### config.mk
export PLATFORM = sky130hd
export DESIGN_NAME = window_serializer
export DESIGN_NICKNAME = d
export VERILOG_FILES = /design/src/rtl/window_serializer.sv
export SDC_FILE = /design/constraint.sdc
export NUM_CORES = 1
export LEC_CHECK = 0
export CORE_ASPECT_RATIO = 0.7
export CORE_MARGIN = 2
export CORE_UTILIZATION = 42
export CTS_CLUSTER_DIAMETER = 80
export DETAILED_ROUTE_END_ITERATION = 8
export GPL_TIMING_DRIVEN = 0
export PLACE_DENSITY = 0.77
export RECOVER_POWER = 50
export SYNTH_ARGS = -nofsm -noshare
export SYNTH_HDL_FRONTEND = slang
export SYNTH_SLANG_ARGS = --single-unit
### constraint.sdc
create_clock -name clk -period 2.05 [get_ports clk]
set_clock_uncertainty 0.2 [all_clocks]
set_input_delay 0.3075 -clock clk [delete_from_list [all_inputs] [get_ports clk]]
set_output_delay 0.3075 -clock clk [all_outputs]
set_load 0.005 [all_outputs]
### src/rtl/window_serializer.sv
// window_serializer: takes one byte at a time through a valid/ready holding
// register and shifts it out MSB-first while the upstream enable window is
// high. The window length is checked (underrun / short / long) and every
// correctly sized frame is counted.
//
// Handshake: a byte is taken on any rising clk edge where din_valid and
// din_ready are both 1. din_ready is simply "holding register empty". The
// producer keeps din stable while din_valid is high and ready is low.
module window_serializer #(
    parameter int WIDTH = 8,
    parameter int CNT_W = 8
) (
    input  logic             clk,
    input  logic             reset,
    input  logic             en,
    input  logic [WIDTH-1:0] din,
    input  logic             din_valid,
    output logic             din_ready,
    output logic             sout,
    output logic             sout_valid,
    output logic             done,
    output logic             err_underrun,
    output logic             err_short,
    output logic             err_long,
    output logic [CNT_W-1:0] frame_count
);

    localparam int BC_W = $clog2(WIDTH + 1);
    localparam logic [BC_W-1:0] FULL_CNT = BC_W'(WIDTH);

    typedef enum logic [1:0] {
        IDLE     = 2'd0,
        SHIFT    = 2'd1,
        WAIT_LOW = 2'd2
    } state_t;

    state_t           state_q, state_d;
    logic [WIDTH-1:0] hold_q, hold_d;
    logic             hold_full_q, hold_full_d;
    logic [WIDTH-1:0] shift_q, shift_d;
    logic [BC_W-1:0]  bitcnt_q, bitcnt_d;
    logic             sout_d, sout_valid_d, done_d;
    logic             under_d, short_d, long_d;
    logic [CNT_W-1:0] count_d;

    // The only combinational output: ready whenever the holding register is free.
    assign din_ready = ~hold_full_q;

    // Next-state, datapath and registered-output decode for the frame FSM.
    always_comb begin
        state_d      = state_q;
        hold_d       = hold_q;
        hold_full_d  = hold_full_q;
        shift_d      = shift_q;
        bitcnt_d     = bitcnt_q;
        sout_d       = 1'b0;
        sout_valid_d = 1'b0;
        done_d       = 1'b0;
        under_d      = 1'b0;
        short_d      = 1'b0;
        long_d       = 1'b0;
        count_d      = frame_count;

        case (state_q)
            IDLE: begin
                if (en) begin
                    if (hold_full_q) begin
                        // First bit leaves on the same edge the window is seen.
                        shift_d      = hold_q << 1;
                        sout_d       = hold_q[WIDTH-1];
                        sout_valid_d = 1'b1;
                        bitcnt_d     = BC_W'(1);
                        hold_full_d  = 1'b0;
                        state_d      = SHIFT;
                    end else begin
                        under_d = 1'b1;
                        state_d = WAIT_LOW;
                    end
                end
            end
            SHIFT: begin
                if (en) begin
                    if (bitcnt_q < FULL_CNT) begin
                        sout_d       = shift_q[WIDTH-1];
                        shift_d      = shift_q << 1;
                        bitcnt_d     = bitcnt_q + 1'b1;
                        sout_valid_d = 1'b1;
                    end else begin
                        long_d  = 1'b1;
                        state_d = WAIT_LOW;
                    end
                end else begin
                    if (bitcnt_q == FULL_CNT) begin
                        done_d  = 1'b1;
                        count_d = frame_count + 1'b1;
                    end else begin
                        short_d = 1'b1;
                    end
                    state_d = IDLE;
                end
            end
            WAIT_LOW: begin
                if (!en) state_d = IDLE;
            end
            default: state_d = IDLE;
        endcase

        // Accept a new byte only into an empty holder; when the holder is
        // being emptied on this same edge it was not empty, so no conflict.
        if (din_valid && !hold_full_q) begin
            hold_d      = din;
            hold_full_d = 1'b1;
        end
    end

    // State and output registers; reset drops everything, including held data.
    always_ff @(posedge clk or posedge reset) begin
        if (reset) begin
            state_q      <= IDLE;
            hold_q       <= '0;
            hold_full_q  <= 1'b0;
            shift_q      <= '0;
            bitcnt_q     <= '0;
            sout         <= 1'b0;
            sout_valid   <= 1'b0;
            done         <= 1'b0;
            err_underrun <= 1'b0;
            err_short    <= 1'b0;
            err_long     <= 1'b0;
            frame_count  <= '0;
        end else begin
            state_q      <= state_d;
            hold_q       <= hold_d;
            hold_full_q  <= hold_full_d;
            shift_q      <= shift_d;
            bitcnt_q     <= bitcnt_d;
            sout         <= sout_d;
            sout_valid   <= sout_valid_d;
            done         <= done_d;
            err_underrun <= under_d;
            err_short    <= short_d;
            err_long     <= long_d;
            frame_count  <= count_d;
        end
    end

endmodule

# == After elaboration in Yosys (flattened, before gate mapping) ==
# Index checks and enable logic that the tools add are counted.
# classes
addsub,2
magnitude_cmp,1
n_eq_ne,9
mux,41
bitwise,2
reduce_logical,10
# op_table
operator,n
2-to-1 mux 8 bit,4
2-to-1 mux 1 bit,23
2-to-1 mux 4 bit,4
one-hot mux 8 bit (2 select lines),1
2-to-1 mux 2 bit,5
"inequality test 2 bit, second input constant",5
"adder 8 x 1 -> 8 bit, second input constant",1
one-hot mux 4 bit (2 select lines),1
one-hot mux 2 bit (3 select lines),1
AND reduction 3 bit,2
nonzero test 2 bit,3
AND reduction 5 bit,1
"adder 4 x 1 -> 4 bit, second input constant",1
"equality test 4 bit, second input constant",1
"less-than comparator 4 bit, second input constant",1
one-hot mux 1 bit (2 select lines),2
"inequality test 3 bit, second input constant",1
"equality test 2 x 1 -> 1 bit, second input constant",1
"equality test 2 bit, second input constant",1
zero test 2 bit,1
inverter 1 bit,2
AND reduction 2 bit,1
logical AND 1 bit,1
zero test 1 bit,1
# word_totals
reg_bits,37
in_bits,12

# == Longest topological paths before layout ==
# Gate-level depths: netlist (run 1).
# logic_depth
word_depth,4
depth_mapped,5
ltp_nobuf,5

# == Least setup slack after synthesis (run 1) ==
# OpenSTA, ideal clock, no wires.
# synth_timing
path_kind,flip-flop to flip-flop
from,register bitcnt_q[3]
to,register frame_count[1]
setup_time_ns,0.128
arrival_time_ns,1.431
t_required_ns,1.722
slack_ns,0.291
stages_incl_launch_ff,5
path_buffers,1
period_less_slack_ns,1.759
path_cell_list,dfrtp_1 > clkbuf_1 > nand3b_1 > nor2_2 > mux2_1
# synth_via
elab_chain_cells,2
# synth_rtl
item,line,rtl
start: declaration,41,"logic [BC_W-1:0] bitcnt_q, bitcnt_d;"
start signal: assignment,136,bitcnt_q <= bitcnt_d;
equality test 4 bit,93,if (bitcnt_q == FULL_CNT) begin
AND reduction 3 bit (no line),n/a,
end signal: assignment,143,frame_count <= count_d;
end: declaration,25,output logic [CNT_W-1:0] frame_count
# No other way between the ends.
# A chain may end at the register's enable or synchronous reset.

# == Worst setup path after layout (run 1) ==
# layout_timing
from,input en
to,register shift_q[4]
# layout_via
elab_chain_cells,2
elab_cells_between_ends,3
# layout_rtl
item,line,rtl
start: declaration,15,"input logic en,"
inequality test 2 bit (no line),n/a,
AND reduction 5 bit (no line) (*),n/a,
end signal: assignment,135,shift_q <= shift_d;
end: declaration,40,"logic [WIDTH-1:0] shift_q, shift_d;"
# Mark *: on every way between the ends. The rest lies on a longest branch, timed or not.

==> results.md, run 1 <==
* Worst path top cell family by delay: buffers and inverters
* Maxcap violations at 0
* Peak VDD IR at 0.8599 mV
* Switching part of the total power at approximately 30%
* Final Cycle Share at a little over nine tenths
* Initial Utilization at a little over two fifths
* Run status: finished clean
* Yosys synthesis warning count at 0
* Gpl congestion at roughly 0.83
* Max Root-Sink Buffers at 2
* Clk_lat worst skew at approximately 0.28 ns
* PnR Total Power at about 2600 µW
* Number of synthesized register bits at 36
* Gate power share at between 30% and 40%
* TritonCTS Sinks at 36
* Diode count at 0
* Vias in the first global route at approximately 1,100
* Worst reg2reg path startpoint: state_q[1]$_DFFE_PP0P_
* Placeable Area at about 3900 µm²
* Worst slew margin at about an eighth
* Setup CP Type: input port to flip-flop
* Post-synthesis to final-layout area growth at 27.64%
* Placed cells at approximately 210
* Prevailing post-synth register cell: dfrtp_1
* Filler instances at ~350
* TritonRoute pass-1 iters at 4
* Hold path startpoint: frame_count[7]$_DFFE_PP0P_
* Iter 0 DRT Violations at 39
* Average wire per standard cell at 12.89 µm
* Syn Nets at between 100 and 150
* CTS Hold Bufs at 0
* Critical path data required time at 2.02 ns
* # port buffers at 26
* Final nets at between 150 and 200
* Drt total wl at ~2800 µm
* Clock-pin slew on the worst setup and hold paths at around 0.070 ns
* Setup TNS at 0 ns
* Final min period at ~1.9 ns
* RSZ-0062 raised after global routing: false
* Synth cell types at 39
* Post-Synthesis Cells at about 130
* Share of cells above drive strength 1 at approximately 23%
* Clock share of power at a little under a quarter
* Leak at ~0.00092 µW
* Avg Cell Area, Syn at 12.58 µm²
* Worst Setup Start Kind: input port
* CP max FO at 10
* Slowest cell on the critical path: clkdlybuf4s50_1
* Die Y at between 50 and 60 µm
* Total number of vias at around 1,100
* Num CTS Buffers at 5
* Final max-slew violation count at 0
* First-pass GRT wire length at between 4000 and 5000 µm
* Register area at between 900 and 1000 µm²
* Htree depth at 2
* Pwr Density at 1222 nW/µm²
* CP max stage delay at 0.55 ns
* Crit end category: flip-flop
* Vias/cell at approximately 5
* CTS tree: built
* Tot GR Track Use at between 10% and 20%
* Int Pwr at between 1500 and 2000 µW
* Initial antenna violation count at 0
* Row cnt at 19
* Critical path origin: en
* Chip width at between 70 and 80 µm
* Tightest Pin Transition at approximately 1.3 ns
* Commonest non-fill, non-tap cell in the layout: dfrtp_1
* Synth async-reset ratio at between 90% and 100%
* Seq pwr share at between 40% and 50%
* Highest-count cells in the layout ignoring fill and taps: dfrtp_1, clkdlybuf4s50_1, mux2_2
* Max Clk Rate at 517.8 MHz
* Post-DP HPWL at about 2000 µm
* Root Buffer: clkbuf_8
* Critical path buffers and inverters at 2
* Cell area after synthesis at ~1600 µm²
* I/O pins at 27
* Final std cells w/o fill at 220
* Area of the multi-input gates at a little under 700 µm²
* Worst Path Arrival at 1.90 ns
* Seq/Total Area, Yosys at 54.67%
* Number of synthesized flops with an enable pin at 0
* Post-DRT Antenna Nets at 0
* Worst min-delay path category: flip-flop to flip-flop
* Hold Vio Cnt, Final at 0
* # DRC at 0
* Die area at 4448 µm²
* Total gr overflow at 0
* Setup-failing EPs final at 0
* Sw power at just under 800 µW
* Largest net degree at the start of global routing at 37
* Critical path cell sequence: clkdlybuf4s50_1, nand2b_1, buf_2, a211oi_4, mux2_2
* CTS resizes at 0
## power groups by stage
stage | sequential (µW) | clock (µW) | combinational (µW)
after detailed placement | 1150 | 0 | 834
after floorplan | 1090 | 0 | 615
after global placement | 1130 | 0 | 806
final | 1130 | 599 | 842
after CTS | 1130 | 617 | 835
after global routing | 1160 | 660 | 932
## cell families after synthesis
kind of cell	synth area share, %
DFF	54.67
and+or+nand+nor	13.21
muxes	14.35
buffers and inverters	4.176
AOI/OAI and AO/OA	7.594
xor gates and xnor gates	3.721
adders and majority gates	2.278
## metrics by stage
stage	setup WS, ns	cell area, µm²	util, %	hold slack (ns)
6_report	0.1187	2103	54.61	0.2741
5_1_grt	0.02803	2103	54.61	0.3138
4_1_cts	0.007946	2081	54.03	0.2885
3_5_place_dp	-0.2560	1973	51.23	0.2796
3_3_place_gp	-0.2038	1973	51.23	0.2575
2_1_floorplan	0.2912	1648	-	0.2481
## sequential cells by signal, indices dropped and copies added, names as in the netlist
signal        cells
hold_q            8
done              1
sout_valid        1
hold_full_q       1
sout              1
state_q           2
frame_count       8
bitcnt_q          4
shift_q           7
err_underrun      1
err_long          1
err_short         1
## per-layer routing
layer / GRT usage [%] / share of wire (%) / up-vias
met2: 22.71 / 47 / 24
met1: 19.37 / 48 / 532
met4: 4.433 / 0.95 / 0
met5: 0 / 0 / -
li1: - / - / 538
met3: 4.341 / 4.8 / 3
## final cells by class
cell class / instances / share of cell area (%)
well taps: 52 / 3.093
flip-flops and latches: 36 / 42.83
clock inverters: 2 / 1.666
clock buffers: 6 / 3.450
inverters: 11 / 1.963
multi-input cells: 78 / 32.24
repair buffers: 29 / 13.44
plain buffers: 6 / 1.309
## synth_stat cells (2+ instances only)
library cell,instances,area [µm²]
inv_1,11,41.29
nand4_1,3,18.77
nand2b_1,3,18.77
ha_1,3,37.54
xor2_1,5,43.79
nor2b_1,2,12.51
nor2_1,4,15.01
clkbuf_1,4,15.01
o21ai_0,4,20.02
nand3b_1,2,15.01
dfrtp_1,36,900.9
nor4_2,2,25.02
nor3_1,4,20.02
xnor2_1,2,17.52
nand3_1,3,15.01
mux2_2,20,225.2
## path summary, 6_finish.rpt
path | to | slack (ns) | cells after the start
setup / recovery | shift_q[4]$_DFFE_PP0P_ | 0.12 | 5
hold / removal | frame_count[7]$_DFFE_PP0P_ | 0.27 | 1
setup reg to reg | shift_q[4]$_DFFE_PP0P_ | 0.17 | 4
hold reg to reg | frame_count[7]$_DFFE_PP0P_ | 0.27 | 1
max in group asynchronous | bitcnt_q[0]$_DFFE_PP0P_ | 0.37 | 2
min in group asynchronous | frame_count[4]$_DFFE_PP0P_ | 0.50 | 2
## worst register-to-register path, cell delays in order, from the launching register on
cell,delay (ns)
dfrtp_1,0.44
nand2b_1,0.16
buf_2,0.19
a211oi_4,0.40
mux2_2,0.39
## repair_timing
item	in CTS	in global routing
pin swaps	1	2
cloned	0	0
setup endpoints to repair	1	7
buffers inserted	0	3
Note: power is estimated with default switching activity, not from simulation.
==> inputs of run 2 (changes only) <==
ABC_AREA = 0   (was default)
PLACE_DENSITY = 0.65   (was 0.77)
==> run 2 against run 1 <==
Compared with the run above: first-iteration DRC count increased by 95%; clock-buffer cell count decreased by 1; utilization increased by 2.0 points; total power increased by 12%; sequential power about the same; register-to-register slack about the same; design area increased by 3.7%; global-route usage increased by 0.24 points; cell count increased by 0.91%; fmax increased by 0.62%; highest routed layer unchanged.
==> results.md, run 2 (synthesized netlist as in run 1, its figures left out) <==
* Root Buffer: clkbuf_8
* Final nets at 184 (+1.1%)
* Seq pwr share at 39.0% (-5.0 points)
* Int Pwr at 2085 µW (+16%)
* Largest net degree at the start of global routing at 37 (unchanged)
* Hold Path Sink: frame_count[7]$_DFFE_PP0P_
* Share of cells above drive strength 1 at 24.12% (+1.5 points)
* Worst reg2reg path startpoint: state_q[0]$_DFFE_PP0P_
* Placed cells at 209 (unchanged)
* Maxcap violations at 0 (unchanged)
* Tot GR Track Use at 14.68% (+0.24 points)
* Pwr Density at 1321 nW/µm² (+8.1%)
* Worst min-delay path category: flip-flop to flip-flop
* Worst slew margin at 11.56% (-0.18 points)
* Average wire per standard cell at 12.91 µm (+0.18%)
* Hold path startpoint: frame_count[7]$_DFFE_PP0P_
* Worst Hold Depth at 1 (unchanged)
* Gpl congestion at 0.8036 (-3.2%)
* Drt total wl at 2867 µm (+1.1%)
* Vias/cell at 5.032 (+0.91%)
* RR Endpoint: frame_count[1]$_DFFE_PP0P_
* Leak at 0.0009600 µW (+4.0%)
* Clock share of power at 29.8% (+6.5 points)
* Chip width at 78.87 µm (unchanged)
* Largest registers: frame_count: 8 flops, hold_q: 8 flops, shift_q: 7 flops
* CTS tree: built
* Tightest Pin Transition at 1.325 ns (+0.002673 ns)
* Post-route cell area at 2182 µm² (+3.7%)
* TritonRoute pass-1 iters at 4 (unchanged)
* Commonest non-fill, non-tap cell in the layout: dfrtp_1
* Post-DRT Antenna Nets at 0 (unchanged)
* CTS resizes at 0 (unchanged)
* Sw power at 798.8 µW (+3.7%)
* Worst Setup Start Kind: input port
* I/O pins at 27 (unchanged)
* Die Y at 56.41 µm (unchanged)
* Setup slack, reg-to-reg at 0.18 ns (about the same)
* Clk_lat worst skew at 0.29 ns (about the same)
* Post-synthesis to final-layout area growth at 32.42%
* Post-placement cell area at 1973 µm² (unchanged)
* Setup CP Type: input port to flip-flop
* Initial antenna violation count at 0 (unchanged)
* Clock-pin slew on the worst setup and hold paths at 0.07 ns (about the same)
* Filler instances at 342 (-1.4%)
* CP max FO at 8 (-2)
* Setup-failing EPs final at 0 (unchanged)
* First-pass GRT wire length at 4974 µm (+0.40%)
* Diode count at 0 (unchanged)
* Hold Vio Cnt, Final at 0 (unchanged)
* Max Root-Sink Buffers at 2 (unchanged)
* Max Clk Rate at 521.0 MHz (+0.62%)
* Switching part of the total power at 27.70% (-2.3 points)
* # DRC at 0 (unchanged)
* Final max-slew violation count at 0 (unchanged)
* TritonCTS Sinks at 36 (unchanged)
* Gate power share at 31.2% (-1.5 points)
* Register area at 900.9 µm² (unchanged)
* Area of the multi-input gates at 678.2 µm² (unchanged)
* Highest-count cells in the layout ignoring fill and taps: dfrtp_1, clkdlybuf4s50_1, mux2_2
* Num CTS Buffers at 5 (unchanged)
* Post-DP HPWL at 1981 µm (-2.8%)
* Final std cells w/o fill at 222 (+0.91%)
* Row cnt at 19 (unchanged)
* Critical path data required time at 2.01 ns (about the same)
* Run status: finished clean
* # port buffers at 26 (unchanged)
* Htree depth at 2 (unchanged)
* RSZ-0062 raised after global routing: false
* Setup TNS at 0 ns (unchanged)
* Reg2Reg Depth at 4 (unchanged)
* CTS Hold Bufs at 0 (unchanged)
* Peak VDD IR at 0.7551 mV (-12%)
* Crit end category: flip-flop
* Total gr overflow at 0 (unchanged)
* Die area at 4448 µm² (unchanged)
* Worst Path Arrival at 1.88 ns (-0.02 ns)
* Final Cycle Share at 93.63% (-0.58 points)
* Placeable Area at 3851 µm² (unchanged)
* Iter 0 DRT Violations at 76 (+95%)
* Vias in the first global route at 1,070 (-3.3%)
* Final min period at 1.919 ns (-0.01193 ns)
* Initial Utilization at 42.79% (unchanged)
* Total number of vias at 1,117 (+1.8%)
[run 2: changes by cell type in the layout (fill, tap and decap cells not counted), sizes merged]
cell	delta
bufinv	+2
buf	+2
clkdlybuf4s50	+1
dlygate4sd3	-1
clkbuf	-1
clkinv	-1
[run 2: cell type report]
class,instances,share of cell area (%)
clock inverter,3,4.128
inverter,11,1.892
clock buffer,5,3.154
tap,52,2.982
buffer,6,1.261
multi-input combinational,78,31.08
timing repair buffer,31,14.22
sequential,36,41.28
[run 2: worst max path at each step]
stage / slack (ns) / start / cells past startpoint / end
2_1_floorplan: 0.29 / bitcnt_q[3]$_DFFE_PP0P_ / 4 / frame_count[1]$_DFFE_PP0P_
3_3_place_gp: -0.28 / en / 5 / shift_q[4]$_DFFE_PP0P_
3_5_place_dp: -0.28 / en / 5 / shift_q[4]$_DFFE_PP0P_
4_1_cts: 0.01 / bitcnt_q[3]$_DFFE_PP0P_ / 4 / frame_count[1]$_DFFE_PP0P_
5_1_grt: 0.03 / en / 5 / frame_count[1]$_DFFE_PP0P_
6_report: 0.13 / en / 5 / frame_count[1]$_DFFE_PP0P_
[run 2: repair_timing]
| item | 4_1_cts | 5_1_grt |
|---|---|---|
| endpoints found under the setup margin | 1 | 7 |
| buffers inserted | 0 | 5 |
| pin swaps | 1 | 2 |
[run 2: power groups by stage]
stage                     logic, µW  clock network, µW  registers, µW
after floorplan                 615                  0           1090
after global placement          816                  0           1130
after detailed placement        844                  0           1140
after CTS                       849                875           1130
after global routing            999                912           1160
final                           901                859           1120
[run 2: critical path: stages]
cell             delay (ns)
clkdlybuf4s50_1        0.49
or3b_1                 0.38
buf_4                  0.18
nor2_2                 0.18
mux2_1                 0.34
[run 2: routing by layer]
layer  track usage [%]  vias up  part of all wire (%)
met3             4.984        5                   5.5
met1             20.68      539                    49
met5                 0        -                     0
li1                  -      537                     -
met4             5.911        0                  0.91
met2             20.88       36                    45
[run 2: per-stage QoR]
| step | hold slack (ns) | worst slack [ns] | util [%] | power, µW |
|---|---|---|---|---|
| 6_report | 0.2719 | 0.1307 | 56.66 | 2884 |
| 5_1_grt | 0.2940 | 0.03312 | 56.66 | 3074 |
| 4_1_cts | 0.2743 | 0.009927 | 55.36 | 2849 |
| 3_5_place_dp | 0.2583 | -0.2801 | 51.23 | 1981 |
| 3_3_place_gp | 0.2563 | -0.2782 | 51.23 | 1946 |
| 2_1_floorplan | 0.2481 | 0.2912 | - | 1708 |
==> inputs of run 3 (changes only) <==
SLEW_MARGIN = 20   (was default)
clock period = 1.95 ns   (was 2.05 ns; I/O delays follow)
==> run 3 against run 2 <==
Compared with the run above: via count shrank 1.1%; sequential power grew 5%; die area is the same; clock-buffer cell count is the same; setup slack lost 0.056 ns; sequential share of layout area shrank 0.33 points; clock power grew 4.9%; wire length grew 1.2%; global-route usage grew 0.63 points; largest power group unchanged; highest routed layer unchanged.
==> results.md, run 3 (synthesized netlist as in run 1, its figures left out) <==
* Run status: finished clean
* Die Y at 56.41 µm (unchanged)
* Max Clk Rate at ~530 MHz
* Die area at 4448 µm² (unchanged)
* Chip width at 78.87 µm (unchanged)
* Gpl congestion at 0.8036 (unchanged)
* Row cnt at 19 (unchanged)
* Root Buffer: clkbuf_8
* Worst slew margin at 51.02% (+39 points)
* Largest net degree at the start of global routing at 37 (unchanged)
* Gr busiest metal: met1
* Commonest non-fill, non-tap cell in the layout: dfrtp_1
* Critical path data required time at 1.46 ns (-0.55 ns)
* Grt met2 use at 21.49% (+0.61 points)
* Num CTS Buffers at 5 (unchanged)
* Hold_ws at 0.2729 ns (+0.0009720 ns)
* Peak VDD IR at 0.8060 mV (+6.7%)
* Share of cells above drive strength 1 at 24.71% (+0.59 points)
* First-pass GRT wire length at 5161 µm (+3.8%)
* Max Root-Sink Buffers at 2 (unchanged)
* Pwr Density at 1383 nW/µm² (+4.6%)
* Clock-pin slew on the worst setup and hold paths at 0.07 ns (about the same)
* Initial Utilization at 42.79% (unchanged)
* Met1 Use GR at 21.94% (+1.3 points)
* # DRC at 0 (unchanged)
* Setup-failing EPs final at 0 (unchanged)
* Worst Path Arrival at 1.38 ns (-0.50 ns)
* Total gr overflow at 0 (unchanged)
* Final Cycle Share at a little over nine tenths
* Vias/cell at 4.977 (-1.1%)
* Placed cells at 209 (unchanged)
* Average wire per standard cell at 13.06 µm (+1.2%)
* Tot GR Track Use at 15.30% (+0.63 points)
* Post-DP HPWL at 1981 µm (unchanged)
* Crit end category: output pin
* Diode count at 0 (unchanged)
* CP max FO at 7 (-1)
* Final nets at 184 (unchanged)
* Worst Setup Start Kind: flip-flop
* Hold Vio Cnt, Final at 0 (unchanged)
* Initial antenna violation count at 0 (unchanged)
* Leak at 0.0009658 µW (+0.60%)
* I/O pins at 27 (unchanged)
* # port buffers at 26 (unchanged)
* Tightest Pin Transition at 0.7336 ns (-0.5915 ns)
* Vias in the first global route at 1,087 (+1.6%)
* Iter 0 DRT Violations at 60 (-21%)
* Final max-slew violation count at 0 (unchanged)
* Htree depth at 2 (unchanged)
* RSZ-0062 raised after global routing: false
* Highest-count cells in the layout ignoring fill and taps: dfrtp_1, clkdlybuf4s50_1, mux2_2
* Placeable Area at 3851 µm² (unchanged)
* Final std cells w/o fill at 222 (unchanged)
* GR Util met3 at 4.984% (unchanged)
* Total number of vias at 1,105 (-1.1%)
* Post-synthesis to final-layout area growth at 33.49%
* Largest registers: frame_count: 8 flops, hold_q: 8 flops, shift_q: 7 flops
* Final min period at between 1.5 and 2 ns
* TritonCTS Sinks at 36 (unchanged)
* TritonRoute pass-1 iters at 4 (unchanged)
* Clk_lat worst skew at 0.29 ns (about the same)
* Drt total wl at 2900 µm (+1.2%)
* Setup CP Type: flip-flop to output pin
* Maxcap violations at 0 (unchanged)
* CTS tree: built
* Worst min-delay path category: flip-flop to flip-flop
* Post-DRT Antenna Nets at 0 (unchanged)
## run 3: critical path: stages, from the launching register on
cell             delay, ns
dfrtp_1               0.44
inv_1                 0.15
clkdlybuf4s50_1       0.52
## run 3: final cells by class
cell class / count / area [µm²]
well taps: 52 / 65.06
clock inverters: 3 / 90.09
plain buffers: 6 / 27.53
repair buffers: 31 / 322.8
clock buffers: 5 / 68.82
multi-input cells: 78 / 683.2
flip-flops and latches: 36 / 900.9
fillers: 336 / 1652
inverters: 11 / 41.29
## run 3: what timing repair did
action | 4_1_cts | 5_1_grt
buffers inserted | 5 | 0
hold buffers | 0 | 0
gates resized for setup | 0 | 1
pin swaps | 2 | 0
endpoints found under the setup margin | 7 | 1
## run 3: final timing paths
check	start	endpoint	slack, ns	depth (start not counted)
setup / recovery	hold_full_q$_DFFE_PP0P_	din_ready	0.08	2
hold / removal	frame_count[7]$_DFFE_PP0P_	frame_count[7]$_DFFE_PP0P_	0.27	1
setup reg to reg	state_q[0]$_DFFE_PP0P_	frame_count[1]$_DFFE_PP0P_	0.12	4
hold reg to reg	frame_count[7]$_DFFE_PP0P_	frame_count[7]$_DFFE_PP0P_	0.27	1
max in group asynchronous	reset	frame_count[3]$_DFFE_PP0P_	0.69	2
min in group asynchronous	reset	shift_q[4]$_DFFE_PP0P_	0.39	2
## run 3: through the flow
step | util (%) | power (µW) | TNS, ns | setup slack (ns) | instance area (µm²)
2_1_floorplan | - | 1796 | 0 | 0.1912 | 1648
3_3_place_gp | 51.23 | 2046 | -8.669 | -0.3632 | 1973
3_5_place_dp | 51.23 | 2083 | -3.699 | -0.3651 | 1973
4_1_cts | 56.99 | 3069 | 0 | 0.05553 | 2195
5_1_grt | 57.12 | 3244 | 0 | 0.0003237 | 2200
6_report | 57.12 | 3041 | 0 | 0.07515 | 2200
## run 3: power breakdown
group	switching, µW	internal, µW	leakage (µW)
combinational	402	554	0.000441
clock	261	640	0.0000784
sequential	179	1010	0.000446
## run 3: metal layers
metal  part of all wire (%)  up-vias
met5                      0        -
met2                     44       27
met3                    4.8        5
li1                       -      538
met1                     50      535
met4                   0.90        0
